## config.mk

```make
export PLATFORM = sky130hd
export DESIGN_NAME = branch_predictor
export DESIGN_NICKNAME = d
export VERILOG_FILES = /design/src/rtl/branch_predictor.sv
export SDC_FILE = /design/constraint.sdc
export NUM_CORES = 2
export LEC_CHECK = 0
export BUFFER_PORTS_ARGS = -buffer_cell sky130_fd_sc_hd__buf_2
export CAP_MARGIN = 20
export CORE_MARGIN = 2
export CORE_UTILIZATION = 35
export CTS_BUF_LIST = sky130_fd_sc_hd__clkbuf_16
export CTS_CLUSTER_DIAMETER = 150
export CTS_CLUSTER_SIZE = 25
export DETAILED_ROUTE_END_ITERATION = 16
export GPL_TIMING_DRIVEN = 1
export SLEW_MARGIN = 10
export SYNTH_ARGS = -nofsm -noshare
export SYNTH_HDL_FRONTEND = slang
export SYNTH_SLANG_ARGS = --single-unit
```

## constraint.sdc

```tcl
create_clock -name clk -period 4.5 [get_ports clk]
set_clock_uncertainty 0.05 [all_clocks]
set_input_delay 0.225 -clock clk [delete_from_list [all_inputs] [get_ports clk]]
set_output_delay 0.225 -clock clk [all_outputs]
set_load 0.1 [all_outputs]
```

## src/rtl/branch_predictor.sv

```systemverilog
// Fetch next-PC generator: direct-mapped BTB with 2-bit counters, execute-stage
// resolution, stall-tolerant redirect and optional perf counters (BP_STATS_EN).
module branch_predictor #(
    parameter int unsigned ENTRIES = 16
) (
    input  logic        clk,
    input  logic        reset,
    input  logic [31:0] pc_f,
    input  logic        stall_f,
    output logic [31:0] pc_next,
    output logic        pred_taken_f,
    output logic [31:0] pred_target_f,
    input  logic        update_valid_e,
    input  logic        is_branch_e,
    input  logic        taken_e,
    input  logic [31:0] pc_e,
    input  logic [31:0] target_e,
    input  logic        pred_taken_e,
    input  logic [31:0] pred_target_e,
    output logic        flush_d,
    output logic        flush_e,
    output logic [31:0] stat_branches,
    output logic [31:0] stat_mispredicts
);

    localparam int unsigned IDX = $clog2(ENTRIES);
    localparam int unsigned TW  = 30 - IDX;

    logic [ENTRIES-1:0] valid_q;
    logic [TW-1:0]      tag_q    [ENTRIES];
    logic [31:0]        target_q [ENTRIES];
    logic [1:0]         cnt_q    [ENTRIES];

    logic [IDX-1:0] f_idx;
    logic [TW-1:0]  f_tag;
    logic           hit_f;
    logic [IDX-1:0] e_idx;
    logic [TW-1:0]  e_tag;
    logic           hit_e;

    logic        br_upd;
    logic        mis_branch;
    logic        mis_alias;
    logic        mispredict;
    logic [31:0] correct_pc;

    logic        pend_valid_q;
    logic [31:0] pend_pc_q;

    logic unused_pc_bits;
    assign unused_pc_bits = ^{pc_f[1:0], pc_e[1:0]};

    // Fetch-side lookup
    assign f_idx = pc_f[IDX+1:2];
    assign f_tag = pc_f[31:IDX+2];
    assign hit_f = valid_q[f_idx] && (tag_q[f_idx] == f_tag);

    assign pred_taken_f  = hit_f && cnt_q[f_idx][1];
    assign pred_target_f = hit_f ? target_q[f_idx] : pc_f + 32'd4;

    // Execute-side resolution
    assign e_idx = pc_e[IDX+1:2];
    assign e_tag = pc_e[31:IDX+2];
    assign hit_e = valid_q[e_idx] && (tag_q[e_idx] == e_tag);

    assign br_upd     = update_valid_e && is_branch_e;
    assign mis_branch = br_upd &&
                        ((taken_e != pred_taken_e) || (taken_e && (target_e != pred_target_e)));
    assign mis_alias  = update_valid_e && !is_branch_e && pred_taken_e;
    assign mispredict = mis_branch || mis_alias;
    assign correct_pc = (is_branch_e && taken_e) ? target_e : pc_e + 32'd4;

    assign flush_d = mispredict;
    assign flush_e = mispredict;

    always_comb begin
        pc_next = pred_target_f;
        if (mispredict)
            pc_next = correct_pc;
        else if (pend_valid_q)
            pc_next = pend_pc_q;
    end

    // A redirect raised under stall is parked until fetch can take it
    always_ff @(posedge clk) begin
        if (reset) begin
            pend_valid_q <= 1'b0;
            pend_pc_q    <= '0;
        end else if (mispredict && stall_f) begin
            pend_valid_q <= 1'b1;
            pend_pc_q    <= correct_pc;
        end else if (!stall_f) begin
            pend_valid_q <= 1'b0;
        end
    end

    // Valid bits and counters carry reset state
    always_ff @(posedge clk) begin
        if (reset) begin
            valid_q <= '0;
            for (int unsigned i = 0; i < ENTRIES; i++)
                cnt_q[i] <= 2'b01;
        end else if (br_upd) begin
            if (hit_e) begin
                if (taken_e && cnt_q[e_idx] != 2'b11)
                    cnt_q[e_idx] <= cnt_q[e_idx] + 2'b01;
                else if (!taken_e && cnt_q[e_idx] != 2'b00)
                    cnt_q[e_idx] <= cnt_q[e_idx] - 2'b01;
            end else if (taken_e) begin
                valid_q[e_idx] <= 1'b1;
                cnt_q[e_idx]   <= 2'b10;
            end
        end else if (mis_alias && hit_e) begin
            valid_q[e_idx] <= 1'b0;
        end
    end

    // Tag/target payload is qualified by valid, so it needs no reset
    always_ff @(posedge clk) begin
        if (!reset && br_upd && taken_e) begin
            target_q[e_idx] <= target_e;
            if (!hit_e)
                tag_q[e_idx] <= e_tag;
        end
    end

`ifdef BP_STATS_EN
    logic [31:0] stat_br_q;
    logic [31:0] stat_mis_q;

    always_ff @(posedge clk) begin
        if (reset) begin
            stat_br_q  <= '0;
            stat_mis_q <= '0;
        end else begin
            if (br_upd && stat_br_q != '1)
                stat_br_q <= stat_br_q + 32'd1;
            if (mispredict && stat_mis_q != '1)
                stat_mis_q <= stat_mis_q + 32'd1;
        end
    end

    assign stat_branches    = stat_br_q;
    assign stat_mispredicts = stat_mis_q;
`else
    assign stat_branches    = '0;
    assign stat_mispredicts = '0;
`endif

endmodule

```

Yosys cells after proc, flatten, opt, wreduce, memory -nomap -nowiden. Memories as Yosys holds them, arrays and structs flattened. Cells that the tools add are included.

Add/sub/neg operators: 4. Reductions and logical operators: 25. $lt $le $gt $ge: 3. Equality and inequality tests: 8. Bitwise gates (word level): 5. Multiplexer cells: 44.

Operator list (number): 2-to-1 mux 32 bit (4); adder 32 x 3 -> 32 bit (second input constant) (2); 2-to-1 mux 16 bit (4); == test 26 bit (2); != test 32 bit (1); 2-to-1 mux 1 bit (29); bitwise AND 16 bit (1); logical AND 1 bit (16); inverter 16 bit (1); OR 16 bit (1); < comparator 4 x 5 -> 1 bit (second input constant) (2); binary-select mux 1 bit (select 4 bit) (2); 2-to-1 mux 2 bit (3); != test 2 bit (second input constant) (3); demux 1 bit (select 4 bit) (1); >= comparator 4 x 1 -> 1 bit (second input constant) (1); 2-to-1 mux 4 bit (1); nonzero test 2 bit (2); logical NOT 1 bit (3); AND reduction 3 bit (1); adder 2 x 1 -> 2 bit (second input constant) (1); logical OR 1 bit (2); != test 2 x 1 -> 1 bit (second input constant) (1); OR 1 bit (2); 3 further kinds (3).

Register bits: 49. Output and inout bits: 131. Bits of input ports: 135. Word-level logic and storage cells: 95. Bits in writable memories: 960. Memories kept: 3.

Memory list: target_q (depth 16, bits a word 32, rd ports 1, clocked after Yosys merged registers in 0, wr ports 1, line 31) `logic [31:0] target_q [ENTRIES];`; tag_q (depth 16, bits a word 26, rd ports 2, clocked after Yosys merged registers in 0, wr ports 1, line 30) `logic [TW-1:0] tag_q [ENTRIES];`; cnt_q (depth 16, bits a word 2, rd ports 2, clocked after Yosys merged registers in 0, wr ports 16, line 32) `logic [1:0] cnt_q [ENTRIES];`.

Longest topological paths before layout. An unclocked memory read counts as a cell.

Word-level depth: 13. Gate-level depth with buffers: 15. Gate-level depth less buffers: 10.

Worst setup path after synthesis. No wires, ideal clock.

Path type: input to output. From: input port pc_f[2]. To: output port pc_next[2]. Cell stages on the path: 12. Arrival time: 5.691 ns. Setup slack: -1.466 ns. Path buffers: 4. Data required time: 4.225 ns. Cells stage by stage: clkbuf_1 -> buf_2 -> buf_2 -> mux4_2 -> a32oi_1 -> o211ai_1 -> a2111oi_0 -> o2111ai_1 -> nor4b_4 -> buf_6 -> mux2i_1 -> o221a_1.

Word-level cells in the longest chain between the ends: 6.

RTL lines: from (decl) (line 8) `input logic [31:0] pc_f,`; memory (16 x 26 bit) / binary-select mux 1 bit (select 4 bit) (equally long branches); == test 26 bit / 2-to-1 mux 1 bit (equally long branches) (line 56) `assign hit_f = valid_q[f_idx] && (tag_q[f_idx] == f_tag);`; logical AND 1 bit (line 56); 2-to-1 mux 32 bit (*) (line 59) `assign pred_target_f = hit_f ? target_q[f_idx] : pc_f + 32'd4;`; via pred_target_f[2] (line 12) `output logic [31:0] pred_target_f,`; 2-to-1 mux 32 bit (*) (line 80) `else if (pend_valid_q)`; 2-to-1 mux 32 bit (*) (line 78) `if (mispredict)`; to (decl) (line 10) `output logic [31:0] pc_next,`.

The timed path passes the listed nets; every way through them passes the cells marked *. The select of a mux whose other input is x is not followed.

Final worst setup path.
From: input port pc_f[3]. To: output port pc_next[14].

Word-level cells in the longest chain between the ends: 6.

RTL lines (line): memory (16 x 26 bit) / binary-select mux 1 bit (select 4 bit) (equally long branches); == test 26 bit / 2-to-1 mux 1 bit (equally long branches) (56); logical AND 1 bit (56); 2-to-1 mux 32 bit (*) (59); 2-to-1 mux 32 bit (*) (80); 2-to-1 mux 32 bit (*) (78).

Mark *: on every way between the ends. The rest lies on a longest branch, timed or not. The select of a mux whose other input is x is not followed.

==> results.toml <==
[outcome]
status = "finished with violations"
violations = "setup timing"

[global_routing]
overflow = 0
antenna_found_initial = 15
grt_usage = 0.223
grt_pass1_wl_mm = 216
grt_max_degree = 91
grt_pass1_vias = 27570

[worst_setup_path]
crit_buf_inv = 7
critical-path-max-stage-delay_ns = 0.56
crit_slowest_cell = "mux4_2"
timing.setup.critical_path_class = "in -> out"
crit_path_cell_trace = "buf_8 -> buf_4 -> buf_4 -> mux4_2 -> mux4_2 -> xnor2_1 -> nand4_1 -> nor4b_4 -> buf_6 -> buf_8 -> buf_16 -> mux2_4 -> a211o_4 -> buf_12"
crit_fanout = 28
critPathLaunchType = "input port"
cp_top_family = "buffers and inverters"
cp.required_ns = 4.22
cp_data_arrival_time_ns = 4.56
endpoint_kind = "primary output"

[route]
route.detailed.drc = 0
drt-initial-drc-count = 3901
wirelength_mm = 156
vias_per_cell = 5.84
dr.pass1.iters = 7
routed-via-count = 28896
avgRoutedWirePerCell_um = 31.5
ant_nets = 0

[synthesis]
synth_ff_type = "edfxtp_1"
yosysUniqueCellTypes = 67
ys_warn_count = 0
synth_area_mm2 = 0.0469
synthMuxAreaShare = 0.212
synth_xor_xnor_area_share = 0.0271
synth_area_per_cell_um2 = 16.9
synth_top_family_by_area = "multiplexers"
syn_inst = 2774
synth_edf_count = 960
synth-adder-area-share = 0.00133
ys_seq_elements = 1009
synth_compound_area_frac = 0.0425
synthArstFlopShare = 0
synth-simple-area-share = 0.0509
yosysSeqAreaShare = 0.635

[floorplanning]
die_y_um = 370
num_io_pins = 266
die-width_um = 370
fp-row-count = 134
die-area_mm2 = 0.137
initial_core_util = 0.352
coreArea_mm2 = 0.133

[sta]
slew_viol_final = 0
worst_pin_slew_ns = 1.05
finalSetupViolCount = 53
setup_ws_ns = -0.331
fin_crit_sh = 1.07
period_needed_ns = 4.83
slew_headroom = 0.298
final_hold_viol_count = 0
fin_hold_ws_ns = 0.0434
grt_setup_unrepaired = "yes"
clock.fmax_ghz = 0.207

[place]
place_ws_ns = -0.382
dpl_cell_area_mm2 = 0.0521
place_inst = 4809
port_buffers = 201
hpwl_mm = 106
gp_congestion = 0.940

[clock_tree]
clock-sinks = 1009
htree_levels = 2
cts-root-buf = "clkbuf_16"
clock_path_buffers = 3
cts_buffers = 46
path_clk_slew_ns = 0.10
clk_latency_ns = 0.71
tritoncts = "yes"

[worst_hold_path]
hp-class = "in -> reg"

[final_layout]
layoutNonFillerInstCount = 4951
final_common_cell = "edfxtp_1"
multi_input_area_mm2 = 0.0165
regArea_mm2 = 0.0298
fin_nets = 3292
fin_util = 0.414
final_area_mm2 = 0.0552
area_growth_pct = 17.7
final_cell_mix = "edfxtp_1 (960), mux4_2 (358), buf_4 (194), nand2_1 (169), mux2i_1 (135)"
fillerInstances = 11829
drive_gt1_frac = 0.318

[pwr]
powerDensity_mw_per_mm2 = 327
peakVddDrop_uv = 265
p_leak_nw = 18.3

[flow_run]
maxCapViolations = 0
==> registers in the layout (all words and copies together), names as in the netlist, named ones only <==
name / flops
cnt_q: 32
pend_pc_q: 32
pend_valid_q: 1
tag_q: 416
target_q: 512
==> worst paths after layout <==
kind,startpoint,to,slack [ns],cells past startpoint
worst max register to register,tag_q[3][8]$_DFFE_PP_,cnt_q[8][0]$_SDFFCE_PN1P_,0.15,11
worst min-delay path,target_e[10],target_q[14][10]$_DFFE_PP_,0.04,2
worst min register to register,pend_pc_q[18]$_SDFFE_PP0P_,pend_pc_q[18]$_SDFFE_PP0P_,0.41,2
worst max-delay path,pc_f[3],pc_next[14],-0.33,14
==> repair_timing <==
| action | 4_1_cts | 5_1_grt |
|---|---|---|
| pin swaps | 9 | 1 |
| hold buffers | 51 | 0 |
| cloned | 3 | 0 |
| setup endpoints to repair | 65 | 65 |
| endpoints found under the hold margin | 642 | 0 |
| buffers inserted | 7 | 5 |
| gates resized for setup | 240 | 54 |
==> synth_stat cells (all sizes together) (6+ instances only) <==
cell	instances	area share
o21bai	16	0.0026
inv	26	0.0021
o22ai	13	0.0017
a21o	10	0.0016
mux4	358	0.17
or3	8	0.0011
nor3	34	0.0036
and3	13	0.0017
a22o	20	0.0037
a22oi	13	0.0021
nor2	114	0.0092
nor2b	18	0.0024
a221oi	10	0.0019
a2111oi	6	0.0014
nor4	13	0.0017
buf	154	0.021
a211o	20	0.0037
o21ai	38	0.0041
mux2i	136	0.029
nand3	43	0.0046
a211oi	19	0.0031
mux2	48	0.012
nand2b	17	0.0023
dfxtp	49	0.021
a21oi	83	0.0089
edfxtp	960	0.61
xnor2	80	0.015
xor2	65	0.012
clkbuf	97	0.0078
nand2	171	0.014
and2	28	0.0037
nand4	28	0.0037
==> kinds of logic (layout without fill, tap and decap cells) <==
logic type	Yosys count	after routing
buffers and inverters	278	623
AOI/OAI and AO/OA	290	290
DFF	1009	1009
muxes	542	542
and+or+nand+nor	504	504
xor gates and xnor gates	145	145
other	1	65
adders and majority gates	5	5
==> stage by stage <==
step / TNS [ns] / power (W)
final: -9.70 / 0.0181
after global routing: -12.63 / 0.0186
after CTS: -9.53 / 0.0181
after detailed placement: -12.63 / 0.0131
after global placement: -8.11 / 0.0131
after floorplan: -0.00110 / 0.0122
==> per-layer routing <==
layer / global-route usage / wire [um] / vias to the layer above
li1: - / - / 11733
met3: 0.0480 / 14900 / 216
met5: 0 / 113 / -
met4: 0.0619 / 4700 / 18
met1: 0.307 / 63100 / 15309
met2: 0.356 / 73100 / 1620
==> power breakdown <==
group          leakage, nW  switching (W)  internal (W)
clock                0.757        0.00298       0.00194
sequential            9.07      0.0000250        0.0103
combinational         8.46        0.00183       0.00100
==> final cells by class <==
type | count | share of cell area
diodes | 1 | 0.0000453
clock buffers | 47 | 0.0213
clock inverters | 31 | 0.00310
inverters | 27 | 0.00188
multi-input cells | 1550 | 0.299
flip-flops and latches | 1009 | 0.540
well taps | 1768 | 0.0401
repair buffers | 518 | 0.0946
Power figures use the tool's default switching activity.
